## src/rtl/sprite_fetch_if.sv

```systemverilog
// -----------------------------------------------------------------------------
// sprite_fetch_if
// Memory-side bus of the sprite fetcher: the secondary OAM read port and the
// CHR request/acknowledge port. Signal names keep the fetcher's point of view
// (o_* driven by the fetcher, i_* driven by the memories).
//   o_temp_addr  secondary OAM address {slot, field}
//   i_temp_data  secondary OAM read data, one ce cycle after the address
//   o_chr_req    CHR read request (level)
//   o_chr_addr   CHR byte address
//   i_chr_ack    CHR data valid, held until sampled on a ce cycle
//   i_chr_data   CHR read data
// Modports: master = fetcher, slave = memory side.
// -----------------------------------------------------------------------------
interface sprite_fetch_if #(
   parameter int CHR_AW = 14
);
   logic [4:0]        o_temp_addr;
   logic [7:0]        i_temp_data;
   logic              o_chr_req;
   logic [CHR_AW-1:0] o_chr_addr;
   logic              i_chr_ack;
   logic [7:0]        i_chr_data;

   modport master (
      output o_temp_addr,
      input  i_temp_data,
      output o_chr_req,
      output o_chr_addr,
      input  i_chr_ack,
      input  i_chr_data
   );

   modport slave (
      input  o_temp_addr,
      output i_temp_data,
      input  o_chr_req,
      input  o_chr_addr,
      output i_chr_ack,
      output i_chr_data
   );
endinterface

```

## src/rtl/sprite_fetch.sv

```systemverilog
// -----------------------------------------------------------------------------
// sprite_fetch
// Feeds the 8-entry sprite shifter chain during the sprite-fetch window. For
// every secondary OAM slot it reads Y, tile, attr and X, fetches the two
// pattern planes from CHR (skipped for empty slots, Y == 0xFF), applies the
// flip/size rules and pushes one 27-bit load word. Slot 0 is pushed first.
// Ports:
//   clk, i_rst_n     clock, asynchronous active-low reset
//   ce               clock enable for all state and strobes
//   i_start          start pulse (ignored while busy)
//   i_obj_size       1 = 8x16 sprites
//   i_spr_table      pattern table select in 8x8 mode
//   bus              secondary OAM + CHR memory bus (master side)
//   o_load           4'b1111 while the current slot's word is presented
//   o_load_in        {pix1, pix2, x, pal, prio}
//   o_busy           high from accepted start until done
//   o_done           one ce cycle after the last slot is loaded
// -----------------------------------------------------------------------------
module sprite_fetch #(
   parameter int NUM_SLOTS = 8,
   parameter int CHR_AW    = 14
) (
   input  logic                  clk,
   input  logic                  i_rst_n,
   input  logic                  ce,
   input  logic                  i_start,
   input  logic                  i_obj_size,
   input  logic                  i_spr_table,
   sprite_fetch_if.master        bus,
   output logic [3:0]            o_load,
   output logic [26:0]           o_load_in,
   output logic                  o_busy,
   output logic                  o_done
);

   localparam logic [3:0] S_IDLE     = 4'd0;
   localparam logic [3:0] S_RD_Y     = 4'd1;
   localparam logic [3:0] S_RD_TILE  = 4'd2;
   localparam logic [3:0] S_RD_ATTR  = 4'd3;
   localparam logic [3:0] S_RD_X     = 4'd4;
   localparam logic [3:0] S_FETCH_LO = 4'd5;
   localparam logic [3:0] S_FETCH_HI = 4'd6;
   localparam logic [3:0] S_LOAD     = 4'd7;
   localparam logic [3:0] S_DONE     = 4'd8;

   localparam logic [2:0] LAST_SLOT = 3'(NUM_SLOTS - 1);

   logic [3:0] state_q, state_d;
   logic [2:0] slot_q, slot_d;

   logic [7:0] y_q, tile_q, attr_q, x_q, lo_q, hi_q;

   logic        empty;
   logic        plane;
   logic [2:0]  row8;
   logic [3:0]  rr;
   logic [12:0] addr13;
   logic [1:0]  field;
   logic [7:0]  pix1, pix2, x_load;

   // The shifter emits bit 0 first (leftmost pixel), while CHR stores the
   // leftmost pixel in bit 7, so unflipped bytes must be mirrored.
   function automatic logic [7:0] bit_rev(input logic [7:0] b);
      logic [7:0] r;
      for (int i = 0; i < 8; i++) r[i] = b[7-i];
      return r;
   endfunction

   assign empty = (y_q == 8'hFF);

   // Next-state logic
   always_comb begin
      state_d = state_q;
      slot_d  = slot_q;
      case (state_q)
         S_IDLE: begin
            if (i_start) begin
               state_d = S_RD_Y;
               slot_d  = 3'd0;
            end
         end
         S_RD_Y:     state_d = S_RD_TILE;
         S_RD_TILE:  state_d = S_RD_ATTR;
         S_RD_ATTR:  state_d = S_RD_X;
         S_RD_X:     state_d = empty ? S_LOAD : S_FETCH_LO;
         S_FETCH_LO: if (bus.i_chr_ack) state_d = S_FETCH_HI;
         S_FETCH_HI: if (bus.i_chr_ack) state_d = S_LOAD;
         S_LOAD: begin
            if (slot_q == LAST_SLOT) begin
               state_d = S_DONE;
            end else begin
               slot_d  = slot_q + 3'd1;
               state_d = S_RD_Y;
            end
         end
         S_DONE:     state_d = S_IDLE;
         default:    state_d = S_IDLE;
      endcase
   end

   always_ff @(posedge clk or negedge i_rst_n) begin
      if (!i_rst_n) begin
         state_q <= S_IDLE;
         slot_q  <= 3'd0;
      end else if (ce) begin
         state_q <= state_d;
         slot_q  <= slot_d;
      end
   end

   // Each read state captures the byte addressed by the state before it.
   // X is re-captured on every FETCH_LO cycle; the address still points at
   // the X field there, so the value does not change while waiting for ack.
   always_ff @(posedge clk) begin
      if (ce) begin
         case (state_q)
            S_RD_TILE:  y_q    <= bus.i_temp_data;
            S_RD_ATTR:  tile_q <= bus.i_temp_data;
            S_RD_X:     attr_q <= bus.i_temp_data;
            S_FETCH_LO: begin
               x_q <= bus.i_temp_data;
               if (bus.i_chr_ack) lo_q <= bus.i_chr_data;
            end
            S_FETCH_HI: if (bus.i_chr_ack) hi_q <= bus.i_chr_data;
            default: ;
         endcase
      end
   end

   // Secondary OAM address: Y/tile/attr in the read states, X everywhere else
   // in the active sequence so the X byte stays on the data bus.
   always_comb begin
      case (state_q)
         S_RD_Y:    field = 2'd0;
         S_RD_TILE: field = 2'd1;
         S_RD_ATTR: field = 2'd2;
         default:   field = 2'd3;
      endcase
   end

   assign bus.o_temp_addr = (state_q == S_IDLE) ? 5'd0 : {slot_q, field};

   // Row selection; 7-r and 15-r are plain bit inversions at these widths.
   assign row8  = attr_q[7] ? ~y_q[2:0] : y_q[2:0];
   assign rr    = attr_q[7] ? ~y_q[3:0] : y_q[3:0];
   assign plane = (state_q == S_FETCH_HI);

   assign addr13 = i_obj_size ? {tile_q[0], tile_q[7:1], rr[3], plane, rr[2:0]}
                              : {i_spr_table, tile_q, plane, row8};

   assign bus.o_chr_req  = (state_q == S_FETCH_LO) || (state_q == S_FETCH_HI);
   assign bus.o_chr_addr = bus.o_chr_req ? CHR_AW'(addr13) : '0;

   // Empty slots load transparent pixels; their X byte is still on the
   // temp bus during LOAD because no fetch state re-captured it.
   assign pix1   = empty ? 8'h00 : (attr_q[6] ? lo_q : bit_rev(lo_q));
   assign pix2   = empty ? 8'h00 : (attr_q[6] ? hi_q : bit_rev(hi_q));
   assign x_load = empty ? bus.i_temp_data : x_q;

   assign o_load    = (state_q == S_LOAD) ? 4'b1111 : 4'b0000;
   assign o_load_in = (state_q == S_LOAD) ? {pix1, pix2, x_load, attr_q[1:0], attr_q[5]}
                                          : 27'd0;
   assign o_busy    = (state_q != S_IDLE) && (state_q != S_DONE);
   assign o_done    = (state_q == S_DONE);

endmodule

```

## src/flat_wrapper.sv

```systemverilog
// flat-port wrapper written by rule: the top's interface ports become plain ports
module sprite_fetch_flat 
#(
   parameter int NUM_SLOTS = 8,
   parameter int CHR_AW    = 14
)
  (clk, i_rst_n, ce, i_start, i_obj_size, i_spr_table, o_load, o_load_in, o_busy, o_done, bus_o_temp_addr, bus_i_temp_data, bus_o_chr_req, bus_o_chr_addr, bus_i_chr_ack, bus_i_chr_data);
  sprite_fetch_if #(.CHR_AW(CHR_AW)) bus_i ();
  input  logic clk;
  input  logic i_rst_n;
  input  logic ce;
  input  logic i_start;
  input  logic i_obj_size;
  input  logic i_spr_table;
  output logic [3:0] o_load;
  output logic [26:0] o_load_in;
  output logic o_busy;
  output logic o_done;
  output wire logic [$bits(bus_i.o_temp_addr)-1:0] bus_o_temp_addr;
  input wire logic [$bits(bus_i.i_temp_data)-1:0] bus_i_temp_data;
  output wire logic [$bits(bus_i.o_chr_req)-1:0] bus_o_chr_req;
  output wire logic [$bits(bus_i.o_chr_addr)-1:0] bus_o_chr_addr;
  input wire logic [$bits(bus_i.i_chr_ack)-1:0] bus_i_chr_ack;
  input wire logic [$bits(bus_i.i_chr_data)-1:0] bus_i_chr_data;
  assign bus_o_temp_addr = bus_i.o_temp_addr;
  assign bus_i.i_temp_data = bus_i_temp_data;
  assign bus_o_chr_req = bus_i.o_chr_req;
  assign bus_o_chr_addr = bus_i.o_chr_addr;
  assign bus_i.i_chr_ack = bus_i_chr_ack;
  assign bus_i.i_chr_data = bus_i_chr_data;
  sprite_fetch #(.NUM_SLOTS(NUM_SLOTS), .CHR_AW(CHR_AW)) u_core (.clk(clk), .i_rst_n(i_rst_n), .ce(ce), .i_start(i_start), .i_obj_size(i_obj_size), .i_spr_table(i_spr_table), .bus(bus_i), .o_load(o_load), .o_load_in(o_load_in), .o_busy(o_busy), .o_done(o_done));
endmodule
```

## config.mk

```make
export PLATFORM = sky130hd
export DESIGN_NAME = sprite_fetch_flat
export DESIGN_NICKNAME = d
export VERILOG_FILES = /design/src/rtl/sprite_fetch_if.sv /design/src/rtl/sprite_fetch.sv /design/src/flat_wrapper.sv
export SDC_FILE = /design/constraint.sdc
export NUM_CORES = 1
export LEC_CHECK = 0
export ABC_CLOCK_PERIOD_IN_PS = 1800
export CAP_MARGIN = 30
export CELL_PAD_IN_SITES_DETAIL_PLACEMENT = 1
export CELL_PAD_IN_SITES_GLOBAL_PLACEMENT = 2
export CORE_ASPECT_RATIO = 0.8
export CORE_UTILIZATION = 28
export CTS_BUF_LIST = sky130_fd_sc_hd__clkbuf_4
export CTS_CLUSTER_SIZE = 8
export DETAILED_ROUTE_END_ITERATION = 12
export PLACE_DENSITY = 0.88
export SKIP_LAST_GASP = 1
export SYNTH_ARGS = -nofsm -noshare
export SYNTH_HDL_FRONTEND = slang
export SYNTH_SLANG_ARGS = --single-unit
```

## constraint.sdc

```tcl
create_clock -name clk -period 1.8 [get_ports clk]
set_input_delay 0.36 -clock clk [delete_from_list [all_inputs] [get_ports clk]]
set_output_delay 0.36 -clock clk [all_outputs]
set_load 0.1 [all_outputs]
```

==> results list <==
- Layout cells sized above 1: 0.609
* Antenna violations before repair: 0
* Outcome: finished with violations
- In this run, synthesis inferred 45 flip-flops with an integrated enable.
* Number of standard cells in the layout, taps in and fillers out: approximately 430
* Family with the most delay on the worst path: simple AND/OR/NAND/NOR gates
* Final cycle utilization of the critical path: 1.25
- Overall routing resource usage: 0.180
* Initial detailed-routing violation count: 53
- In this run the tool buffered the top-level ports with 74 buffer cells.
- Once layout is complete, the utilization of the core stands at 0.574.
* Total CTS buffers: 5
- After technology mapping, the gate count stands at about 200.
* Routed WL per cell: around 18 um
- Placed wire-length estimate after detailed placement: about 5500 um
- Required time at the worst-slack endpoint: 1440 ps
- The routed layout has around 2,000 vias.
- The worst setup path is launched from a flop.
* Number of setup violations in the final report: 63
- The number of global-route vias before repair was 2,269.
- In this run the core area contains 30 standard-cell rows.
- Cell at the root of the clock tree: clkbuf_4
- Peak Freq: 446 MHz
* Drt total wl: ~7700 um
- Die height: 85.8 um
* Post-synth top flop: edfxtp_1
* Antenna cell count: 0
* Number of flip-flops and latches in the synthesized netlist: 52
* Total of max-cap violations: 0
- Average via count per standard cell: 4.52
- The layout has 831 filler cells.
* Mapped cell area: 2460 um^2
- Distinct cells, synth: 39
- Clock-pin slew was measured on the worst setup and hold paths at 180 ps.
* Violations in the final reports: setup timing
- The tightest min-delay check is of the in -> async type.
- Yosys printed 0 warnings.
- Measured along the x axis, the die boundary spans 107 um.
- Count of boundary I/O pins: 76
- The routed design could run at a clock period as short as between 2000 and 2500 ps.
- Counting every sink on the clock net gives 52.
- Fraction of the yosys area taken by sequential cells: 0.621
- Drt drc: 0
- Floorplan die area: ~9200 um^2
- Worst setup margin: -442 ps
- Count of nets left with antenna violations after detail routing: 0
* Worst clock skew: around 14 ps
- The longest clock path from root to sink contains 2 buffers.
- Capturing element type of the critical path: output port
- The cell that appears most often on the critical path is nor2_4.
- Dividing the synthesized area by the synthesized cell count gives between 10 and 15 um^2.
- Pin count of the biggest net entering global routing: 19
- In this run the number of H-tree levels came out at 2.
* DRT Pass-1 Iters: 4
* Clock tree from TritonCTS: yes
* Unrepaired setup endpoints after global routing: yes
- CP max stage delay: between 400 and 500 ps
- Fin. Hold Viols: 0
- The number of max-slew violations in the final report is 0.
* Area of the placeable core: 8480 um^2
- Crit Path Class: reg -> out
- Effective utilization at floorplan: 0.290
- At the end of routability-driven placement, the weighted congestion stood at approximately 0.77.
- Placed cell count: 405
* Ordered cell list for the critical path: nand4_1 -> nor2_4 -> buf_6 -> mux2i_4 -> nor2_4 -> buf_12
* Gr ovfl total: 0
- Fin nets: roughly 350
- In this run the worst path has a maximum fanout of 4.
- Synthesis-to-layout area growth: 98.2%
- Crit-path slowest cell: edfxtp_1
- Count of buffer and inverter cells on the critical path: 2
* Hold buffer count at cts: 0
- Global-route wire length before repair: 12,300 um
- The clock reaches the later pin of the worst-skew pair after 380 ps.
- Proportion of synthesized flip-flops having asynchronous set or reset: 0.135
- The number of nets handed over by synthesis was 220.
* Data arrival, critical path: between 1500 and 2000 ps
area by class of cell:
type / instances / area [um^2] / area share
timing repair buffer: 133 / 1820 / 0.373
sequential: 52 / 1530 / 0.314
multi-input combinational: 122 / 1270 / 0.261
tap: 112 / 140 / 0.0288
inverter: 7 / 48.8 / 0.0100
clock buffer: 5 / 37.5 / 0.00770
clock inverter: 3 / 27.5 / 0.00565
cells in the mapped netlist (all sizes together), types with 2 or more instances:
cell | instances | share of area
and2 | 14 | 0.037
nor2 | 37 | 0.058
edfxtp | 45 | 0.55
nand4 | 5 | 0.013
o22ai | 2 | 0.011
nand2 | 7 | 0.012
clkbuf | 5 | 0.0076
dfrtp | 7 | 0.071
o21ai | 3 | 0.0061
ha | 2 | 0.010
buf | 9 | 0.025
xnor2 | 5 | 0.018
a21bo | 3 | 0.012
inv | 7 | 0.011
mux2i | 26 | 0.11
nor3 | 3 | 0.0061
nand2b | 2 | 0.0051
layout by cell type (no fill, tap or decap), types with 3 or more instances in the layout:
cell | synthesis | layout
a21bo_2 | 3 | 3
mux2i_1 | 26 | 18
nor2_1 | 36 | 5
buf_12 | 0 | 55
buf_4 | 5 | 40
xnor2_1 | 5 | 4
dfrtp_1 | 7 | 4
mux2i_4 | 0 | 8
nand2_4 | 0 | 4
clkdlybuf4s50_1 | 0 | 22
nand4_1 | 5 | 5
and2_4 | 1 | 14
dfrtp_2 | 0 | 3
clkbuf_4 | 0 | 5
nor2_4 | 0 | 32
inv_1 | 6 | 4
buf_6 | 1 | 14
edfxtp_1 | 45 | 45
nor3_1 | 3 | 3
path summary, 6_finish.rpt:
check / startpoint / to / slack, ps / depth (start not counted)
setup / recovery: u_core.y_q[1]$_DFFE_PP_ / o_load_in[4] / -440 / 6
hold / removal: i_rst_n / u_core.state_q[1]$_DFFE_PN0P_ / 220 / 1
setup reg to reg: u_core.state_q[0]$_DFFE_PN0P_ / u_core.slot_q[0]$_DFFE_PN0P_ / -90 / 5
hold reg to reg: u_core.slot_q[1]$_DFFE_PN0P_ / u_core.slot_q[1]$_DFFE_PN0P_ / 560 / 1
max in group asynchronous: i_rst_n / u_core.state_q[2]$_DFFE_PN0P_ / 1290 / 1
min in group clk: bus_i_chr_data[2] / u_core.lo_q[2]$_DFFE_PP_ / 550 / 1
registers in the layout, indices dropped and copies added, names as in the netlist:
register,flops
u_core.attr_q,5
u_core.state_q,4
u_core.tile_q,8
u_core.y_q,8
u_core.lo_q,8
u_core.slot_q,3
u_core.hi_q,8
u_core.x_q,8
worst reg2reg max path, stage by stage, from the launching register on:
cell and delay [ps]:
dfrtp_2 500, or4_4 590, buf_6 150, o22ai_4 160, nand2_2 100, mux2_4 300
per-stage QoR:
| stage | setup TNS, ps | cell area (um^2) | hold WS (ps) | setup WS [ps] |
|---|---|---|---|---|
| floorplan | -15270 | 2840 | 64.4 | -755 |
| CTS | -18940 | 4790 | 216 | -474 |
| detailed placement | -616 | 4430 | 515 | -97.9 |
| global route | -24670 | 4870 | 190 | -562 |
| finish | -18840 | 4870 | 219 | -442 |
| global placement | -35.2 | 4430 | 505 | -14.5 |
cell families (layout without fill, tap and decap cells):
kind of cell,after synthesis,in the layout,synth area share
compound gates,13,13,0.0458
xor+xnor,5,5,0.0178
fa+ha+maj,2,2,0.0102
buf+inv,21,148,0.0438
flops,52,52,0.621
mux,27,27,0.112
other cells,1,1,0.00153
simple gates,74,74,0.148
per-layer routing:
metal  GRT usage  wire length, um
met1       0.205             2980
met2       0.345             4510
met3      0.0388              233
met4      0.0361               23
met5           0                0
timing repair:
action	CTS	global route
gates cloned	0	1
setup buffers	18	7
pin swaps	22	17
endpoints found under the setup margin	52	59
gates resized for setup	42	9
Power is left out: the tool's default activity adds up to more than one toggle a clock period on the data nets, which glitch-free logic cannot reach.
